`config.mk`:
```
export PLATFORM = sky130hd
export DESIGN_NAME = clk_div_prog_flat
export DESIGN_NICKNAME = d
export VERILOG_FILES = /design/src/rtl/clk_div_prog_if.sv /design/src/rtl/clk_div_prog.sv /design/src/flat_wrapper.sv
export SDC_FILE = /design/constraint.sdc
export NUM_CORES = 1
export LEC_CHECK = 0
export ABC_AREA = 1
export BUFFER_PORTS_ARGS = -buffer_cell sky130_fd_sc_hd__buf_4
export CAP_MARGIN = 20
export CELL_PAD_IN_SITES_DETAIL_PLACEMENT = 0
export CELL_PAD_IN_SITES_GLOBAL_PLACEMENT = 1
export CORE_MARGIN = 2
export CORE_UTILIZATION = 39
export DETAILED_ROUTE_END_ITERATION = 10
export HOLD_SLACK_MARGIN = 0.03
export PLACE_DENSITY = 0.88
export SYNTH_ARGS = -nofsm -noshare
export SYNTH_HDL_FRONTEND = slang
export SYNTH_SLANG_ARGS = --single-unit
```
`constraint.sdc`:
```
create_clock -name clk -period 1.8 [get_ports clk]
set_input_delay 0.18 -clock clk [delete_from_list [all_inputs] [get_ports clk]]
set_output_delay 0.18 -clock clk [all_outputs]
set_load 0.01 [all_outputs]
```
`src/rtl/clk_div_prog_if.sv`:
```
// Control/status bundle for the programmable clock divider.
// Latency: n/a (wiring only). Backpressure: none; all signals are plain levels or strobes.
// Ports: master drives en/div_load/div_val/mode_in and observes clk_o, ticks, running, div_cur;
//        slave is the divider side.
interface clk_div_prog_if #(
  parameter int CNT_W = 32
);
  logic             en;
  logic             div_load;
  logic [CNT_W-1:0] div_val;
  logic             mode_in;
  logic             clk_o;
  logic             rise_tick;
  logic             fall_tick;
  logic             running;
  logic [CNT_W-1:0] div_cur;

  modport master (
    output en, div_load, div_val, mode_in,
    input  clk_o, rise_tick, fall_tick, running, div_cur
  );

  modport slave (
    input  en, div_load, div_val, mode_in,
    output clk_o, rise_tick, fall_tick, running, div_cur
  );
endinterface

```
`src/rtl/clk_div_prog.sv`:
```
// Runtime-programmable divider: 50% square (period 2(N+1)) or 1-cycle strobe (period N+1),
// with rise/fall tick strobes. Latency: clk_o and ticks registered together, zero skew between them.
// Backpressure: none; en stop is graceful (a high phase always completes before IDLE).
// Ports: clk, rst_n (async active-low), bus (slave modport of clk_div_prog_if).
module clk_div_prog #(
  parameter int          CNT_W     = 32,
  parameter int unsigned DIV_RESET = 49999
) (
  input  logic          clk,
  input  logic          rst_n,
  clk_div_prog_if.slave bus
);

  typedef enum logic [1:0] {IDLE, RUN, STOP} state_t;

  state_t           state;
  logic [CNT_W-1:0] cnt;
  logic [CNT_W-1:0] term;       // terminal count in effect (div_cur)
  logic             pulse;      // active mode: 0 square, 1 pulse
  logic             pend;
  logic             pend_mode;
  logic [CNT_W-1:0] pend_val;
  logic             clk_q;
  logic             rise_q;
  logic             fall_q;
  logic             run_q;

  logic             at_term;
  logic             apply;
  logic             ld_mode;
  logic [CNT_W-1:0] ld_val;
  logic [CNT_W-1:0] new_term;
  logic             nxt_out;
  logic [CNT_W-1:0] nxt_cnt;

  always_comb begin
    // A load on the apply edge itself wins over the stored shadow value.
    ld_mode  = bus.div_load ? bus.mode_in : pend_mode;
    ld_val   = bus.div_load ? bus.div_val : pend_val;
    at_term  = (cnt == term);
    apply    = (bus.div_load | pend) & ((state == IDLE) | at_term);
    // Pulse mode cannot run at N=0 (would need a 1-cycle period); clamp to 1.
    new_term = (ld_mode && (ld_val == '0)) ? CNT_W'(1) : ld_val;
    // Boundary action always uses the mode in effect before this edge.
    if (at_term) begin
      nxt_out = pulse | ~clk_q;
      nxt_cnt = '0;
    end else begin
      nxt_out = ~pulse & clk_q;
      nxt_cnt = cnt + CNT_W'(1);
    end
  end

  always_ff @(posedge clk or negedge rst_n) begin
    if (!rst_n) begin
      state     <= IDLE;
      cnt       <= '0;
      term      <= CNT_W'(DIV_RESET);
      pulse     <= 1'b0;
      pend      <= 1'b0;
      pend_mode <= 1'b0;
      pend_val  <= '0;
      clk_q     <= 1'b0;
      rise_q    <= 1'b0;
      fall_q    <= 1'b0;
      run_q     <= 1'b0;
    end else begin
      if (apply) begin
        term  <= new_term;
        pulse <= ld_mode;
        pend  <= 1'b0;
      end else if (bus.div_load) begin
        pend      <= 1'b1;
        pend_val  <= bus.div_val;
        pend_mode <= bus.mode_in;
      end

      rise_q <= 1'b0;
      fall_q <= 1'b0;

      case (state)
        IDLE: begin
          cnt   <= '0;
          clk_q <= 1'b0;
          if (bus.en) begin
            state <= RUN;
            run_q <= 1'b1;
          end
        end
        RUN, STOP: begin
          if (!bus.en && !clk_q) begin
            // Stopping in a low phase: leave at once, output stays low, no tick.
            state <= IDLE;
            run_q <= 1'b0;
            cnt   <= '0;
          end else begin
            clk_q  <= nxt_out;
            rise_q <= nxt_out & ~clk_q;
            fall_q <= ~nxt_out & clk_q;
            if (!bus.en && !nxt_out) begin
              // Final high phase has just completed.
              state <= IDLE;
              run_q <= 1'b0;
              cnt   <= '0;
            end else begin
              cnt   <= nxt_cnt;
              state <= bus.en ? RUN : STOP;
            end
          end
        end
        default: begin
          state <= IDLE;
          run_q <= 1'b0;
        end
      endcase
    end
  end

  assign bus.clk_o     = clk_q;
  assign bus.rise_tick = rise_q;
  assign bus.fall_tick = fall_q;
  assign bus.running   = run_q;
  assign bus.div_cur   = term;

endmodule

```
`src/flat_wrapper.sv`:
```
// flat-port wrapper written by rule: the top's interface ports become plain ports
module clk_div_prog_flat 
#(
  parameter int          CNT_W     = 32,
  parameter int unsigned DIV_RESET = 49999
)
  (clk, rst_n, bus_en, bus_div_load, bus_div_val, bus_mode_in, bus_clk_o, bus_rise_tick, bus_fall_tick, bus_running, bus_div_cur);
  clk_div_prog_if #(.CNT_W(CNT_W)) bus_i ();
  input  logic clk;
  input  logic rst_n;
  input wire logic [$bits(bus_i.en)-1:0] bus_en;
  input wire logic [$bits(bus_i.div_load)-1:0] bus_div_load;
  input wire logic [$bits(bus_i.div_val)-1:0] bus_div_val;
  input wire logic [$bits(bus_i.mode_in)-1:0] bus_mode_in;
  output wire logic [$bits(bus_i.clk_o)-1:0] bus_clk_o;
  output wire logic [$bits(bus_i.rise_tick)-1:0] bus_rise_tick;
  output wire logic [$bits(bus_i.fall_tick)-1:0] bus_fall_tick;
  output wire logic [$bits(bus_i.running)-1:0] bus_running;
  output wire logic [$bits(bus_i.div_cur)-1:0] bus_div_cur;
  assign bus_i.en = bus_en;
  assign bus_i.div_load = bus_div_load;
  assign bus_i.div_val = bus_div_val;
  assign bus_i.mode_in = bus_mode_in;
  assign bus_clk_o = bus_i.clk_o;
  assign bus_rise_tick = bus_i.rise_tick;
  assign bus_fall_tick = bus_i.fall_tick;
  assign bus_running = bus_i.running;
  assign bus_div_cur = bus_i.div_cur;
  clk_div_prog #(.CNT_W(CNT_W), .DIV_RESET(DIV_RESET)) u_core (.clk(clk), .rst_n(rst_n), .bus(bus_i));
endmodule
```
==> key figures <==
Layout
  – Antenna diodes: 0
  – Most frequent cells in the layout: nand2_1, buf_4, dfrtp_1
  – Fin area: 8900 um^2
  – Commonest non-fill, non-tap cell in the layout: nand2_1
  – Layout cells sized above 1: 34.4%
  – Area delta synth->final: 38.3%
  – Layout Utilization: 55.7%
  – Fin nets: 1102

Outcome
  – Failing checks: negative setup slack
  – Outcome: finished, violations left

STA
  – Worst Setup Slack, final: -0.0730 ns
  – Crit share post-route: 104%
  – Min cycle time layout: 1.87 ns
  – Clk_skew: 0.00895 ns
  – Hold slack final: 0.214 ns
  – Fin. Hold Viols: 0
  – Tightest Pin Transition: 0.581 ns
  – Slew Limit Headroom: 60.8%
  – Final setup viols: 39
  – Slew Viols, Final: 0
  – FMAX: 534 MHz
  – RSZ-0062 raised after global routing: yes

Logic synthesis
  – Register area share after synthesis: 41.0%
  – Yosys warning count: 0
  – Syn_nets: 910
  – Syn avg cell area: 7.40 um^2
  – FF+latch count, synth: 105
  – Synth Instances: 870
  – Post-synth cell types: 36
  – Synth Cell Area: 6440 um^2

Clock tree
  – Root buffer cell: clkbuf_16
  – Worst-path clk slew: 0.07 ns
  – CTS Sinks: 105
  – Total CTS buffers: 9
  – TritonCTS clock tree: done
  – Skew-Pair Late Insertion Delay: 0.36 ns
  – # H-tree levels: 3
  – Clock Tree Buf Depth: 2

Placed design
  – Area after DPL: 8180 um^2
  – DP Wirelength: 13300 um
  – IO buf count: 72
  – Placer Congestion: 0.944

GRT
  – Initial antenna violation count: 0
  – All-Layer GR Usage: 20.7%
  – Vias in the first global route: 5780
  – First-pass GRT wire length: 29200 um
  – Largest net degree at the start of global routing: 56
  – Total gr overflow: 0

Floorplanning
  – Die W: 132 um
  – Initial Util: 40.2%
  – Die Y: 132 um
  – Core area: 16000 um^2
  – DIE AREA: 17600 um^2
  – Boundary pin count: 73
  – Cell Rows: 46

Run
  – MaxCap Viol Count: 0

Power
  – Sequential share of power: 38.3%
  – Combinational power share: 38.7%
  – NetSw: 2.88 mW
  – Int Pwr: 5.44 mW
  – Peak VDD IR: 0.000491 V
  – PwrDens: 934 nW/um^2
  – Clock power share: 23.0%
  – Static Leakage: 4.35 nW
  – Sw frac: 34.6%

Route
  – Antenna Violating Nets Remaining: 0
  – Wirelength per Cell: 14.4 um
  – Pre-antenna DRT Iters: 5
  – DR vias/cell: 4.81
  – Violation count after the first detailed-route iteration: 324
  – Post-Route WL: 18400 um
  – Routed via count: 6176
  – Residual DRC: 0

Min path
  – HP Class: input port to register

Worst setup path
  – Worst EP required: 2.05 ns
  – Startpoint Class: register
  – Arr. time, crit path: 2.12 ns
  – WS Path Type: register to register
  – Worst Setup End Kind: register
  – CP Max Fanout: 10
==> layout make-up <==
cell class	instances	area (um^2)
multi-input cells	632	3440
repair inverters	1	5.00
clock buffers	10	229
inverters	89	339
repair buffers	224	1920
well taps	216	270
fillers	1534	7100
flip-flops and latches	105	2650
clock inverters	6	51.3
==> power groups by stage <==
stage | Combinational (mW) | Sequential (mW) | Clock [mW]
3_3_place_gp | 2.90 | 3.18 | 0
6_report | 3.22 | 3.19 | 1.91
3_5_place_dp | 2.94 | 3.19 | 0
4_1_cts | 2.98 | 3.16 | 1.95
5_1_grt | 3.53 | 3.24 | 2.04
2_1_floorplan | 1.36 | 3.27 | 0
==> layer usage <==
layer  GRT usage, %  share of wire, %
met3           2.45               4.3
met1           29.4                46
met5              0                 0
met2           33.1                48
met4           6.87               1.9
==> synthesized netlist by cell type (all sizes together) <==
| library cell | number | area [um^2] |
|---|---|---|
| nand2 | 325 | 1270 |
| o21a | 8 | 60.1 |
| inv | 88 | 333 |
| buf | 25 | 204 |
| nor2 | 79 | 307 |
| nand4 | 7 | 43.8 |
| o21bai | 1 | 7.51 |
| xor2 | 15 | 131 |
| nand3 | 21 | 105 |
| or2 | 1 | 6.26 |
| nor3 | 6 | 30.0 |
| ha | 3 | 37.5 |
| o211ai | 6 | 45.0 |
| clkinv | 1 | 3.75 |
| a211oi | 1 | 7.51 |
| mux2i | 5 | 50.1 |
| o21ai | 103 | 628 |
| clkbuf | 19 | 71.3 |
| dfstp | 9 | 236 |
| a21oi | 1 | 5.00 |
| nand3b | 2 | 15.0 |
| xnor2 | 23 | 224 |
| o2111ai | 23 | 201 |
| a32o | 1 | 10.0 |
| dfrtp | 96 | 2400 |
| nor4 | 1 | 6.26 |
==> critical path: stages, from the launching register on <==
cell and delay, ns:
dfstp_2 0.56, inv_2 0.04, nand2_1 0.05, nand2_1 0.06, nand2_1 0.07, nor2_1 0.04
nand2_1 0.08, nor2_2 0.05, nand2_2 0.07, nand2_2 0.08, o21ai_4 0.14, clkinv_4 0.19
clkbuf_16 0.22, nand2_2 0.07, o21ai_2 0.05
==> state kept, by name (all words and copies together), names as in the netlist <==
register              count
u_core.state              2
u_core.pend_val          32
u_core.pend_mode          1
u_core.bus.fall_tick      1
u_core.bus.rise_tick      1
u_core.cnt               32
u_core.pulse              1
u_core.bus.clk_o          1
u_core.bus.div_cur       32
u_core.pend               1
u_core.bus.running        1
==> through the flow <==
stage                     TNS [ns]  setup WS [ns]  std cells  power (mW)
after floorplan                  0         0.0384        870        4.63
after global placement     -0.0768        -0.0356       1258        6.08
after detailed placement    -0.237        -0.0506       1258        6.14
after CTS                  -0.0299        -0.0126       1275        8.09
after global routing        -10.26         -0.175       1283        8.81
final                        -1.19        -0.0730       1283        8.32
==> worst paths after layout <==
| kind | slack [ns] | cells past startpoint | from | to |
|---|---|---|---|---|
| max in group asynchronous | 0.96 | 3 | rst_n | u_core.bus.div_cur[0]$_DFFE_PN1P_ |
| min in group asynchronous | 0.26 | 2 | rst_n | u_core.cnt[9]$_DFFE_PN0P_ |
| worst min-delay path | 0.21 | 4 | bus_div_val[18] | u_core.bus.div_cur[18]$_DFFE_PN0P_ |
| worst max register to register | -0.07 | 14 | u_core.bus.div_cur[0]$_DFFE_PN1P_ | u_core.pend_val[6]$_DFFE_PN0N_ |
| worst max-delay path | -0.07 | 14 | u_core.bus.div_cur[0]$_DFFE_PN1P_ | u_core.pend_val[6]$_DFFE_PN0N_ |
| worst min register to register | 0.47 | 1 | u_core.bus.clk_o$_DFFE_PN0P_ | u_core.bus.rise_tick$_DFF_PN0_ |
==> timing repair <==
action,in CTS,in global routing
hold buffers,1,0
gates cloned,0,6
endpoints found under the hold margin,20,0
pin swaps,1,13
gates resized for setup,12,97
setup buffers,0,2
endpoints found under the setup margin,25,103
==> cell families after synthesis <==
| logic type | count (synthesis) | share of synthesized area (%) |
|---|---|---|
| simple gates | 442 | 27.7 |
| compound gates | 144 | 15.0 |
| buf+inv | 133 | 9.50 |
| flops | 105 | 41.0 |
| xor+xnor | 38 | 5.52 |
| mux | 5 | 0.777 |
| fa+ha+maj | 3 | 0.583 |
No activity file was read; power rests on OpenSTA's default activity.
